<file path="config.mk">
export PLATFORM = sky130hd
export DESIGN_NAME = dsm2_echip65_flat
export DESIGN_NICKNAME = d
export VERILOG_FILES = /design/src/rtl/echip65_dsm_pkg.sv /design/src/rtl/dsm2_echip65_if.sv /design/src/rtl/dsm2_sat_acc.sv /design/src/rtl/dsm2_echip65.sv /design/src/flat_wrapper.sv
export SDC_FILE = /design/constraint.sdc
export NUM_CORES = 1
export LEC_CHECK = 0
export ABC_CLOCK_PERIOD_IN_PS = 5700
export BUFFER_PORTS_ARGS = -buffer_cell sky130_fd_sc_hd__buf_2
export CAP_MARGIN = 20
export CORE_ASPECT_RATIO = 0.5
export CORE_MARGIN = 3
export CORE_UTILIZATION = 54
export CTS_CLUSTER_DIAMETER = 80
export DETAILED_ROUTE_END_ITERATION = 8
export PLACE_DENSITY_LB_ADDON = 0.05
export SLEW_MARGIN = 20
export SYNTH_ARGS = -nofsm -noshare
export SYNTH_HDL_FRONTEND = slang
export SYNTH_SLANG_ARGS = --single-unit
</file>
<file path="constraint.sdc">
create_clock -name clk -period 5.7 [get_ports clk]
set_input_delay 0.57 -clock clk [delete_from_list [all_inputs] [get_ports clk]]
set_output_delay 0.57 -clock clk [all_outputs]
set_load 0.02 [all_outputs]
</file>
<file path="src/rtl/echip65_dsm_pkg.sv">
// ---------------------------------------------------------------------------
// echip65_dsm_pkg
// Shared definitions for the second-order sigma-delta modulator dsm2_echip65:
// data / integrator / monitor widths, oversampling ratio, full scale, input
// clamp limit, FSM state encoding, monitor select codes and the input clamp
// helper.
// ---------------------------------------------------------------------------
package echip65_dsm_pkg;

   localparam int DATA_W    = 16;      // input sample width
   localparam int INT_W     = 20;      // integrator width
   localparam int PHASE_W   = 8;       // phase counter width
   localparam int OSR       = 256;     // oversampling ratio (clocks per sample)
   localparam int MON_W     = 20;      // digital monitor width
   localparam int FS        = 32768;   // full scale
   localparam int CLAMP_LIM = 24576;   // 0.75 FS input limit

   localparam logic [PHASE_W-1:0] PHASE_LAST = PHASE_W'(OSR - 1);

   typedef enum logic {
      ST_IDLE = 1'b0,
      ST_RUN  = 1'b1
   } state_e;

   typedef enum logic [2:0] {
      MON_ZERO  = 3'd0,
      MON_HOLD  = 3'd1,
      MON_I1    = 3'd2,
      MON_I2    = 3'd3,
      MON_PHASE = 3'd4,
      MON_STATE = 3'd5,
      MON_FLAGS = 3'd6,
      MON_ONES  = 3'd7
   } mon_sel_e;

   // Limit a held sample to +/-CLAMP_LIM.
   function automatic logic signed [DATA_W-1:0] clamp_x(input logic signed [DATA_W-1:0] x);
      logic signed [DATA_W-1:0] r;
      if (x > CLAMP_LIM) begin
         r = DATA_W'(CLAMP_LIM);
      end else if (x < -CLAMP_LIM) begin
         r = DATA_W'(-CLAMP_LIM);
      end else begin
         r = x;
      end
      return r;
   endfunction

endpackage

</file>
<file path="src/rtl/dsm2_echip65_if.sv">
// ---------------------------------------------------------------------------
// dsm2_echip65_if
// Sample input handshake of the modulator.
//   enable    : modulation request
//   in_data   : signed input sample
//   in_valid  : in_data valid
//   in_ready  : modulator accepts in_data this cycle
// master = sample source, slave = modulator.
// ---------------------------------------------------------------------------
interface dsm2_echip65_if;
   import echip65_dsm_pkg::*;

   logic                     enable;
   logic signed [DATA_W-1:0] in_data;
   logic                     in_valid;
   logic                     in_ready;

   modport master (output enable, output in_data, output in_valid, input in_ready);
   modport slave  (input enable, input in_data, input in_valid, output in_ready);

endinterface

</file>
<file path="src/rtl/dsm2_sat_acc.sv">
// ---------------------------------------------------------------------------
// dsm2_sat_acc
// Combinational saturating accumulator: sum_o = sat(acc_i + delta_i), clamped
// to the signed W-bit range; ovf_o flags that clamping took place.
//   acc_i   : current accumulator value (signed W)
//   delta_i : increment (signed W)
//   sum_o   : saturated sum (signed W)
//   ovf_o   : 1 when the sum was clamped
// ---------------------------------------------------------------------------
module dsm2_sat_acc #(
   parameter int W = 20
) (
   input  logic signed [W-1:0] acc_i,
   input  logic signed [W-1:0] delta_i,
   output logic signed [W-1:0] sum_o,
   output logic                ovf_o
);

   localparam logic signed [W-1:0] MAX_V = {1'b0, {(W-1){1'b1}}};
   localparam logic signed [W-1:0] MIN_V = {1'b1, {(W-1){1'b0}}};

   logic signed [W:0] full_s;

   // One extra bit of headroom; overflow shows as disagreement of the top two bits.
   always_comb begin
      full_s = {acc_i[W-1], acc_i} + {delta_i[W-1], delta_i};
      if (full_s[W] != full_s[W-1]) begin
         ovf_o = 1'b1;
         if (full_s[W]) begin
            sum_o = MIN_V;
         end else begin
            sum_o = MAX_V;
         end
      end else begin
         ovf_o = 1'b0;
         sum_o = full_s[W-1:0];
      end
   end

endmodule

</file>
<file path="src/rtl/dsm2_echip65.sv">
// ---------------------------------------------------------------------------
// dsm2_echip65
// Second-order single-bit sigma-delta modulator, OSR 256, zero-order-hold
// interpolation of a 16-bit signed input.
//   clk                 : modulator clock, all state on posedge
//   reset_n             : asynchronous reset, active low
//   dsm_if              : sample handshake (enable, in_data, in_valid, in_ready)
//   out                 : sigma-delta bitstream
//   clip_flag           : sticky, input was clamped to +/-0.75 FS
//   ovf_flag            : sticky, an integrator saturated
//   underrun            : sticky, no sample offered at a frame boundary
//   clear_flags         : synchronous clear of the sticky flags (set wins)
//   digital_monitor_sel : test-point select
//   digital_monitor     : selected internal signal, zero-extended
// ---------------------------------------------------------------------------
module dsm2_echip65
   import echip65_dsm_pkg::*;
(
   input  logic               clk,
   input  logic               reset_n,
   dsm2_echip65_if.slave      dsm_if,
   output logic               out,
   output logic               clip_flag,
   output logic               ovf_flag,
   output logic               underrun,
   input  logic               clear_flags,
   input  logic [2:0]         digital_monitor_sel,
   output logic [MON_W-1:0]   digital_monitor
);

   // Half of the +/-FS feedback; see the delta computation below.
   localparam logic signed [INT_W-1:0] VH_POS = INT_W'(FS / 2);
   localparam logic signed [INT_W-1:0] VH_NEG = -VH_POS;

   state_e                   state_q, state_d;
   logic [PHASE_W-1:0]       phase_q, phase_d;
   logic signed [DATA_W-1:0] hold_q, hold_d;
   logic signed [INT_W-1:0]  i1_q, i1_d;
   logic signed [INT_W-1:0]  i2_q, i2_d;
   logic                     out_q, out_d;
   logic                     in_ready_q, in_ready_d;
   logic                     clip_q, clip_d;
   logic                     ovf_q, ovf_d;
   logic                     udr_q, udr_d;
   logic [MON_W-1:0]         mon_q, mon_d;

   logic signed [DATA_W-1:0] x_s;
   logic signed [DATA_W-1:0] xd_s;
   logic                     clip_hit_s;
   logic signed [INT_W-1:0]  vh_s;
   logic signed [INT_W-1:0]  delta1_s, delta2_s;
   logic signed [INT_W-1:0]  sum1_s, sum2_s;
   logic                     ovf1_s, ovf2_s;
   logic                     set_clip_s, set_ovf_s, set_udr_s;

   // Clamped input and integrator increments. The feedback is always even
   // (+/-FS), so (a - v) >>> 1 equals (a >>> 1) - v/2 exactly.
   always_comb begin
      x_s        = clamp_x(hold_q);
      clip_hit_s = (x_s != hold_q);
      if (out_q) begin
         vh_s = VH_POS;
      end else begin
         vh_s = VH_NEG;
      end
      delta1_s = {{(INT_W-DATA_W+1){x_s[DATA_W-1]}}, x_s[DATA_W-1:1]} - vh_s;
      delta2_s = {i1_q[INT_W-1], i1_q[INT_W-1:1]} - vh_s;
   end

   dsm2_sat_acc #(.W(INT_W)) u_int1 (
      .acc_i   (i1_q),
      .delta_i (delta1_s),
      .sum_o   (sum1_s),
      .ovf_o   (ovf1_s)
   );

   dsm2_sat_acc #(.W(INT_W)) u_int2 (
      .acc_i   (i2_q),
      .delta_i (delta2_s),
      .sum_o   (sum2_s),
      .ovf_o   (ovf2_s)
   );

   // Next-state logic: IDLE/RUN sequencing, sample capture and integration.
   always_comb begin
      state_d    = state_q;
      phase_d    = phase_q;
      hold_d     = hold_q;
      i1_d       = i1_q;
      i2_d       = i2_q;
      out_d      = out_q;
      set_clip_s = 1'b0;
      set_ovf_s  = 1'b0;
      set_udr_s  = 1'b0;
      case (state_q)
         ST_IDLE: begin
            phase_d = {PHASE_W{1'b0}};
            i1_d    = {INT_W{1'b0}};
            i2_d    = {INT_W{1'b0}};
            out_d   = ~out_q;
            if (dsm_if.enable && dsm_if.in_valid) begin
               state_d = ST_RUN;
               hold_d  = dsm_if.in_data;
            end else begin
               state_d = ST_IDLE;
            end
         end
         ST_RUN: begin
            phase_d = phase_q + 8'd1;
            if (phase_q == PHASE_LAST) begin
               if (dsm_if.in_valid) begin
                  hold_d = dsm_if.in_data;
               end else begin
                  hold_d = hold_q;
               end
               if (!dsm_if.enable) begin
                  state_d = ST_IDLE;
               end else begin
                  state_d   = ST_RUN;
                  set_udr_s = ~dsm_if.in_valid;
               end
            end else begin
               state_d = ST_RUN;
            end
            // Leaving RUN lands directly in the IDLE condition.
            if (state_d == ST_IDLE) begin
               phase_d = {PHASE_W{1'b0}};
               i1_d    = {INT_W{1'b0}};
               i2_d    = {INT_W{1'b0}};
               out_d   = ~out_q;
            end else begin
               i1_d       = sum1_s;
               i2_d       = sum2_s;
               out_d      = ~sum2_s[INT_W-1];
               set_clip_s = clip_hit_s;
               set_ovf_s  = ovf1_s | ovf2_s;
            end
         end
         default: begin
            state_d = ST_IDLE;
            phase_d = {PHASE_W{1'b0}};
            i1_d    = {INT_W{1'b0}};
            i2_d    = {INT_W{1'b0}};
            out_d   = 1'b0;
         end
      endcase
      in_ready_d = (state_d == ST_IDLE) || (phase_d == PHASE_LAST);
   end

   // Sticky flags: a set in the same cycle as a clear keeps the flag set.
   always_comb begin
      clip_d = (clip_q & ~clear_flags) | set_clip_s;
      ovf_d  = (ovf_q  & ~clear_flags) | set_ovf_s;
      udr_d  = (udr_q  & ~clear_flags) | set_udr_s;
   end

   // Monitor mux built from next-state values so the registered monitor
   // lines up with the registers it reports.
   always_comb begin
      xd_s = clamp_x(hold_d);
      case (mon_sel_e'(digital_monitor_sel))
         MON_ZERO:  mon_d = {MON_W{1'b0}};
         MON_HOLD:  mon_d = {4'b0000, xd_s};
         MON_I1:    mon_d = i1_d;
         MON_I2:    mon_d = i2_d;
         MON_PHASE: mon_d = {12'b0000_0000_0000, phase_d};
         MON_STATE: mon_d = {18'b00_0000_0000_0000_0000, state_d, out_d};
         MON_FLAGS: mon_d = {17'b0_0000_0000_0000_0000, clip_d, ovf_d, udr_d};
         MON_ONES:  mon_d = {MON_W{1'b1}};
         default:   mon_d = {MON_W{1'b0}};
      endcase
   end

   // State and output registers.
   always_ff @(posedge clk or negedge reset_n) begin
      if (!reset_n) begin
         state_q    <= ST_IDLE;
         phase_q    <= {PHASE_W{1'b0}};
         hold_q     <= {DATA_W{1'b0}};
         i1_q       <= {INT_W{1'b0}};
         i2_q       <= {INT_W{1'b0}};
         out_q      <= 1'b0;
         in_ready_q <= 1'b0;
         clip_q     <= 1'b0;
         ovf_q      <= 1'b0;
         udr_q      <= 1'b0;
         mon_q      <= {MON_W{1'b0}};
      end else begin
         state_q    <= state_d;
         phase_q    <= phase_d;
         hold_q     <= hold_d;
         i1_q       <= i1_d;
         i2_q       <= i2_d;
         out_q      <= out_d;
         in_ready_q <= in_ready_d;
         clip_q     <= clip_d;
         ovf_q      <= ovf_d;
         udr_q      <= udr_d;
         mon_q      <= mon_d;
      end
   end

   assign dsm_if.in_ready = in_ready_q;
   assign out             = out_q;
   assign clip_flag       = clip_q;
   assign ovf_flag        = ovf_q;
   assign underrun        = udr_q;
   assign digital_monitor = mon_q;

endmodule

</file>
<file path="src/flat_wrapper.sv">
// flat-port wrapper written by rule: the top's interface ports become plain ports
module dsm2_echip65_flat import echip65_dsm_pkg::*;
  (clk, reset_n, out, clip_flag, ovf_flag, underrun, clear_flags, digital_monitor_sel, digital_monitor, dsm_if_enable, dsm_if_in_data, dsm_if_in_valid, dsm_if_in_ready);
  dsm2_echip65_if dsm_if_i ();
  input  logic clk;
  input  logic reset_n;
  output logic out;
  output logic clip_flag;
  output logic ovf_flag;
  output logic underrun;
  input  logic clear_flags;
  input  logic [2:0] digital_monitor_sel;
  output logic [MON_W-1:0] digital_monitor;
  input wire logic [$bits(dsm_if_i.enable)-1:0] dsm_if_enable;
  input wire logic [$bits(dsm_if_i.in_data)-1:0] dsm_if_in_data;
  input wire logic [$bits(dsm_if_i.in_valid)-1:0] dsm_if_in_valid;
  output wire logic [$bits(dsm_if_i.in_ready)-1:0] dsm_if_in_ready;
  assign dsm_if_i.enable = dsm_if_enable;
  assign dsm_if_i.in_data = dsm_if_in_data;
  assign dsm_if_i.in_valid = dsm_if_in_valid;
  assign dsm_if_in_ready = dsm_if_i.in_ready;
  dsm2_echip65 u_core (.clk(clk), .reset_n(reset_n), .dsm_if(dsm_if_i), .out(out), .clip_flag(clip_flag), .ovf_flag(ovf_flag), .underrun(underrun), .clear_flags(clear_flags), .digital_monitor_sel(digital_monitor_sel), .digital_monitor(digital_monitor));
endmodule
</file>
# [Word-level counts from Yosys, hierarchy flattened]
# Cells that the tools add are included.
[classes] add_sub_neg=5 n_lt_le_gt_ge=4 n_eq_ne=12 mux=36 bitwise=13 n_reduce_logical=3
[op_table] op="20-bit one-hot mux with 8 select lines" count=1
[op_table] op="20-bit two-way mux" count=7
[op_table] op="16-bit two-way mux" count=7
[op_table] op="20-bit one-hot mux with 2 select lines" count=2
[op_table] op="20-bit by 20-bit adder with 21-bit output" count=2
[op_table] op="20-bit subtractor" count=2
[op_table] op="16-bit > comparator, second input constant" count=2
[op_table] op="16-bit < comparator, second input constant" count=2
[op_table] op="16-bit one-hot mux with 2 select lines" count=1
[op_table] op="8-bit == test, second input constant" count=2
[op_table] op="16-bit inequality test" count=1
[op_table] op="8-bit one-hot mux with 2 select lines" count=1
[op_table] op="1-bit two-way mux" count=14
[op_table] op="3-bit == test, second input constant" count=4
[op_table] op="8-bit by 1-bit adder with 8-bit output, second input constant" count=1
[op_table] op="8-bit two-way mux" count=1
[op_table] op="3-bit by 2-bit == test with 1-bit output, second input constant" count=2
[op_table] op="1-bit NOT" count=6
[op_table] op="1-bit bitwise OR" count=4
[op_table] op="1-bit one-hot mux with 2 select lines" count=2
[op_table] op="1-bit AND" count=3
[op_table] op="3-bit by 1-bit == test with 1-bit output, second input constant" count=1
[op_table] op="3-bit logical NOT" count=1
[op_table] op="1-bit inequality test" count=2
[op_table] op="2 further kinds" count=2
[totals] ff_bits=90

# [Logic depth before layout (Yosys ltp)]
[depth] depth_word=12 ltp_mapped=19 depth_no_buf=17

# [Modules after synthesis]
# Synthesis repeated with hierarchy kept, for this count alone.
[hier_totals] hier_cells=734 area_unflattened_um2=6959.2
[by_module_without_submodules] module="dsm2_echip65" n_inst=1 cells_per_inst=402 area_each_um2=4234.1 seq_area_each_um2=2252.2
[by_module_without_submodules] module="dsm2_sat_acc" n_inst=2 cells_per_inst=166 area_each_um2=1362.6 seq_area_each_um2=0.0

# [Worst setup path after synthesis]
# Ideal clock, no wire load.
[synth_timing] path_kind="flip-flop to flip-flop" start="reg u_core.hold_q[10]" end="reg u_core.mon_q[11], in the netlist u_core.digital_monitor[11]" arrival_ps=3674 t_required_ps=5574 slack_ps=1900 stages_incl_launch_ff=18 n_path_buf=0 synth_period_minus_slack_ps=3800 path_cell_list="dfrtp_1 nor4_1 nand4_1 nand2_1 nor2_1 a21oi_1 and2_1 ha_1 inv_1 fa_1 nand2b_1 a211oi_1 o21ai_0 nand2_1 a31oi_4 xnor2_2 o21a_1 a221o_1"
[synth_via] elab_chain_len=10
[synth_lines] item="start, declared" line="dsm2_echip65.sv:37" rtl="logic signed [DATA_W-1:0] hold_q, hold_d;"
[synth_lines] item="start signal, assigned" line="dsm2_echip65.sv:179" rtl="hold_q <= {DATA_W{1'b0}};"
[synth_lines] item="start signal, assigned" line="dsm2_echip65.sv:191" rtl="hold_q <= hold_d;"
[synth_lines] item="16-bit < comparator" line="echip65_dsm_pkg.sv:41" rtl="end else if (x < -CLAMP_LIM) begin"
[synth_lines] item="16-bit two-way mux" line="echip65_dsm_pkg.sv:41"
[synth_lines] item="16-bit two-way mux *" line="echip65_dsm_pkg.sv:39" rtl="if (x > CLAMP_LIM) begin"
[synth_lines] item="20-bit subtractor *" line="dsm2_echip65.sv:66" rtl="delta1_s = {{(INT_W-DATA_W+1){x_s[DATA_W-1]}}, x_s[DATA_W-1:1]} - vh_s;"
[synth_lines] item="20-bit by 20-bit adder with 21-bit output *" line="dsm2_sat_acc.sv:26" rtl="full_s = {acc_i[W-1], acc_i} + {delta_i[W-1], delta_i};"
[synth_lines] item="20-bit two-way mux or 1-bit inequality test (tied branches)" line="dsm2_sat_acc.sv:29, dsm2_sat_acc.sv:27"
[synth_lines] item="20-bit two-way mux *" line="dsm2_sat_acc.sv:27" rtl="if (full_s[W] != full_s[W-1]) begin"
[synth_lines] item="20-bit two-way mux *" line="dsm2_echip65.sv:126" rtl="if (state_d == ST_IDLE) begin"
[synth_lines] item="20-bit one-hot mux with 2 select lines *" line="dsm2_echip65.sv:95" rtl="case (state_q)"
[synth_lines] item="net u_core.i1_d[11]" line="dsm2_echip65.sv:38" rtl="logic signed [INT_W-1:0] i1_q, i1_d;"
[synth_lines] item="20-bit one-hot mux with 8 select lines *" line="dsm2_echip65.sv:161" rtl="case (mon_sel_e'(digital_monitor_sel))"
[synth_lines] item="net u_core.mon_d[11]" line="dsm2_echip65.sv:45" rtl="logic [MON_W-1:0] mon_q, mon_d;"
[synth_lines] item="end signal, assigned" line="dsm2_echip65.sv:187" rtl="mon_q <= {MON_W{1'b0}};"
[synth_lines] item="end signal, assigned" line="dsm2_echip65.sv:199" rtl="mon_q <= mon_d;"
[synth_lines] item="end, declared" line="dsm2_echip65.sv:45"
# The timed path passes the listed nets; every way through them passes the cells marked *.

# [Worst setup path in the final report]
[layout_timing] start="reg u_core.hold_q[10]" end="reg u_core.mon_q[2], in the netlist u_core.digital_monitor[2]"
# Same word-level chain as after synthesis.

==> reports/qor.yml <==
cells_and_area:
  fin_nets: 761
  drive_gt1_frac: 0.170
  final_core_util: 0.644
  mostFrequentLayoutCell: "dfrtp_1"
  syn_to_final_growth_pct: 11.6
  antennaDiodeCount: 0
  layout_common_cells: "dfrtp_1, a21oi_1, nand2_1"
route:
  antenna_left: 0
  route.detailed.drc: 0
  totalWireLength_um: 17400
  drtPass1Iterations: 5
  drt-vias-per-instance: 6.31
  vias: 5279
  wl_per_cell_um: 20.9
  drt_iter0_markers: 438
clock_network:
  cts_buffers: 9
  clock_latency_ns: 0.35
  root_buffer: "clkbuf_16"
  clock_path_buffers: 2
  cts_setup_buffers: 0
  cts_max_level: 3
  post_cts_resize_count: 0
  cts_tree: "yes"
  clock_sinks: 90
  holdBufCountCts: 0
  clk_pin_slew_worst_paths_ns: 0.07
timing:
  hold_ws_ns: 0.111
  tightest_slew_ns: 0.872
  max_freq_ghz: 0.200
  grt_setup_unrepaired: "false"
  setup_viol: 0
  min_period_ns: 5.01
  skew_ns: 0.00729
  hold_violations: 0
  min_period_over_period: 0.878
  final.setup.tns_ns: 0
  drv_slew: 0
  slew_headroom: 0.419
job:
  cap_violations: 0
global_routing:
  grt_remaining_overflow: 0
  grt_pass1_vias: 4970
  track_usage: 0.284
  grt_max_degree: 68
  grt_pass1_wl_um: 27700
  antenna_found_initial: 0
yosys:
  synth_edf_count: 0
  synth.distinct_cells: 79
  synth_top_flop_cell: "dfrtp_1"
  synth_nets: 714
  yosys-mux-area-fraction: 0.0336
  avgSynthCellArea_um2: 9.51
  synthSimpleGateAreaFrac: 0.166
  synth_compound_area_frac: 0.244
  synth_seq_cells: 90
  synth_warnings: 0
  synthAdderAreaFrac: 0.0954
  synth_top_family_by_area: "compound AO/OA/AOI/OAI gates"
  syn_inst: 645
  yosysSeqAreaShare: 0.367
  synth_xor_area_frac: 0.0608
  async_reset_ff_frac: 1.00
  syn-cell-area_um2: 6140
setup_path:
  cp.required_ns: 5.99
  crit_chain: "nor4_1 > nand4_1 > nand2_1 > nor2_1 > a21oi_1 > buf_4 > and2_1 > ha_1 > inv_1 > fa_1 > nand2b_1 > a211oi_1 > o21ai_0 > nand2_1 > a211oi_1 > a211oi_2 > buf_12 > a21boi_1 > a211o_1"
  crit_type: "flop to flop"
  crit_slowest_cell: "a211oi_2"
  worstPathArrival_ns: 5.29
  cp-end-kind: "flop"
  slowest_delay_ns: 0.55
  worst-path-max-fanout: 21
  startpoint_type: "flop"
floorplan:
  rows: 26
  initial_utilization: 0.577
  core_area_um2: 10600
  die_area_um2: 12800
  io_pins: 49
  die_y_um: 81.4
  fp.dieW_um: 157
place:
  io_buffers: 48
  dp_hpwl_um: 13100
  gp_congestion: 0.947
min_path:
  min_path_type: "primary input to async pin"
status:
  status: "finished clean"
## logic make-up after synthesis
kind of cell | after synthesis
buffers and inverters | 44
muxes | 18
DFF | 90
adders and majority gates | 45
AOI/OAI and AO/OA | 216
and+or+nand+nor | 192
xor gates and xnor gates | 40
## per-layer routing
| layer | global-route usage | up-vias | wire [µm] |
|---|---|---|---|
| met3 | 0.0665 | 21 | 1380 |
| met4 | 0.0594 | 0 | 221 |
| met5 | 0 | - | 0 |
| met1 | 0.438 | 2576 | 8790 |
| li1 | - | 2464 | - |
| met2 | 0.403 | 218 | 7050 |
## critical path, delay by kind of cell (launching register included)
family	cells	cell delay, ns
compound gates	7	1.97
flops	1	0.40
simple gates	7	1.50
buf+inv	3	0.47
fa+ha+maj	2	0.61
## state kept, by name, summed over array words and instances (netlist names)
name,count
u_core.clip_flag,1
u_core.digital_monitor,20
u_core.dsm_if.in_ready,1
u_core.hold_q,16
u_core.i1_q,20
u_core.i2_q,20
u_core.out,1
u_core.ovf_flag,1
u_core.phase_q,8
u_core.state_q,1
u_core.underrun,1
## through the flow
step / setup slack, ns / instances / area (µm²)
after CTS: 0.814 / 836 / 6850
after global placement: 1.11 / 821 / 6510
after detailed placement: 0.915 / 821 / 6510
final: 0.693 / 836 / 6850
after floorplan: 1.90 / 645 / 6140
after global routing: 0.303 / 836 / 6850
## cell usage after synthesis, drive strengths merged, types with 4 or more instances
master / number / area, µm²
dfrtp: 90 / 2250
a21oi: 64 / 328
nand2: 50 / 195
ha: 42 / 526
nor2: 35 / 131
o21ai: 34 / 174
inv: 25 / 93.8
and2: 23 / 144
nand3: 20 / 100
xnor2: 20 / 183
xor2: 20 / 190
a21o: 15 / 113
mux2: 15 / 176
o211ai: 15 / 118
o21a: 14 / 105
nand2b: 11 / 68.8
nor2b: 11 / 68.8
clkbuf: 10 / 37.5
a211oi: 9 / 82.6
a21boi: 9 / 71.3
buf: 9 / 75.1
and3: 8 / 55.1
a21bo: 7 / 70.1
a22oi: 7 / 52.6
a31oi: 6 / 52.6
nand4: 6 / 52.6
nor3: 5 / 25.0
nor4: 5 / 37.5
a221o: 4 / 40.0
or2: 4 / 25.0
## area by class of cell
class,count,area [µm²]
fill,893,3790
multi-input combinational,511,3680
tap,140,175
clock inverter,5,103
sequential,90,2250
timing repair buffer,55,308
inverter,25,93.8
clock buffer,10,239
## path summary, 6_finish.rpt
kind / from / end / slack (ns) / cells past startpoint
worst max-delay path: u_core.hold_q[10] / u_core.digital_monitor[2] / 0.69 / 19
worst min-delay path: reset_n / u_core.i2_q[16] / 0.11 / 1
worst max register to register: u_core.hold_q[10] / u_core.digital_monitor[2] / 0.69 / 19
worst min register to register: u_core.ovf_flag / u_core.ovf_flag / 0.52 / 2
max in group asynchronous: reset_n / u_core.state_q / 4.41 / 2
min in group clk: clear_flags / u_core.underrun / 0.46 / 2
Power is not shown: default switching activity piles up to over one toggle a cycle in this logic, so the estimate is an artifact.
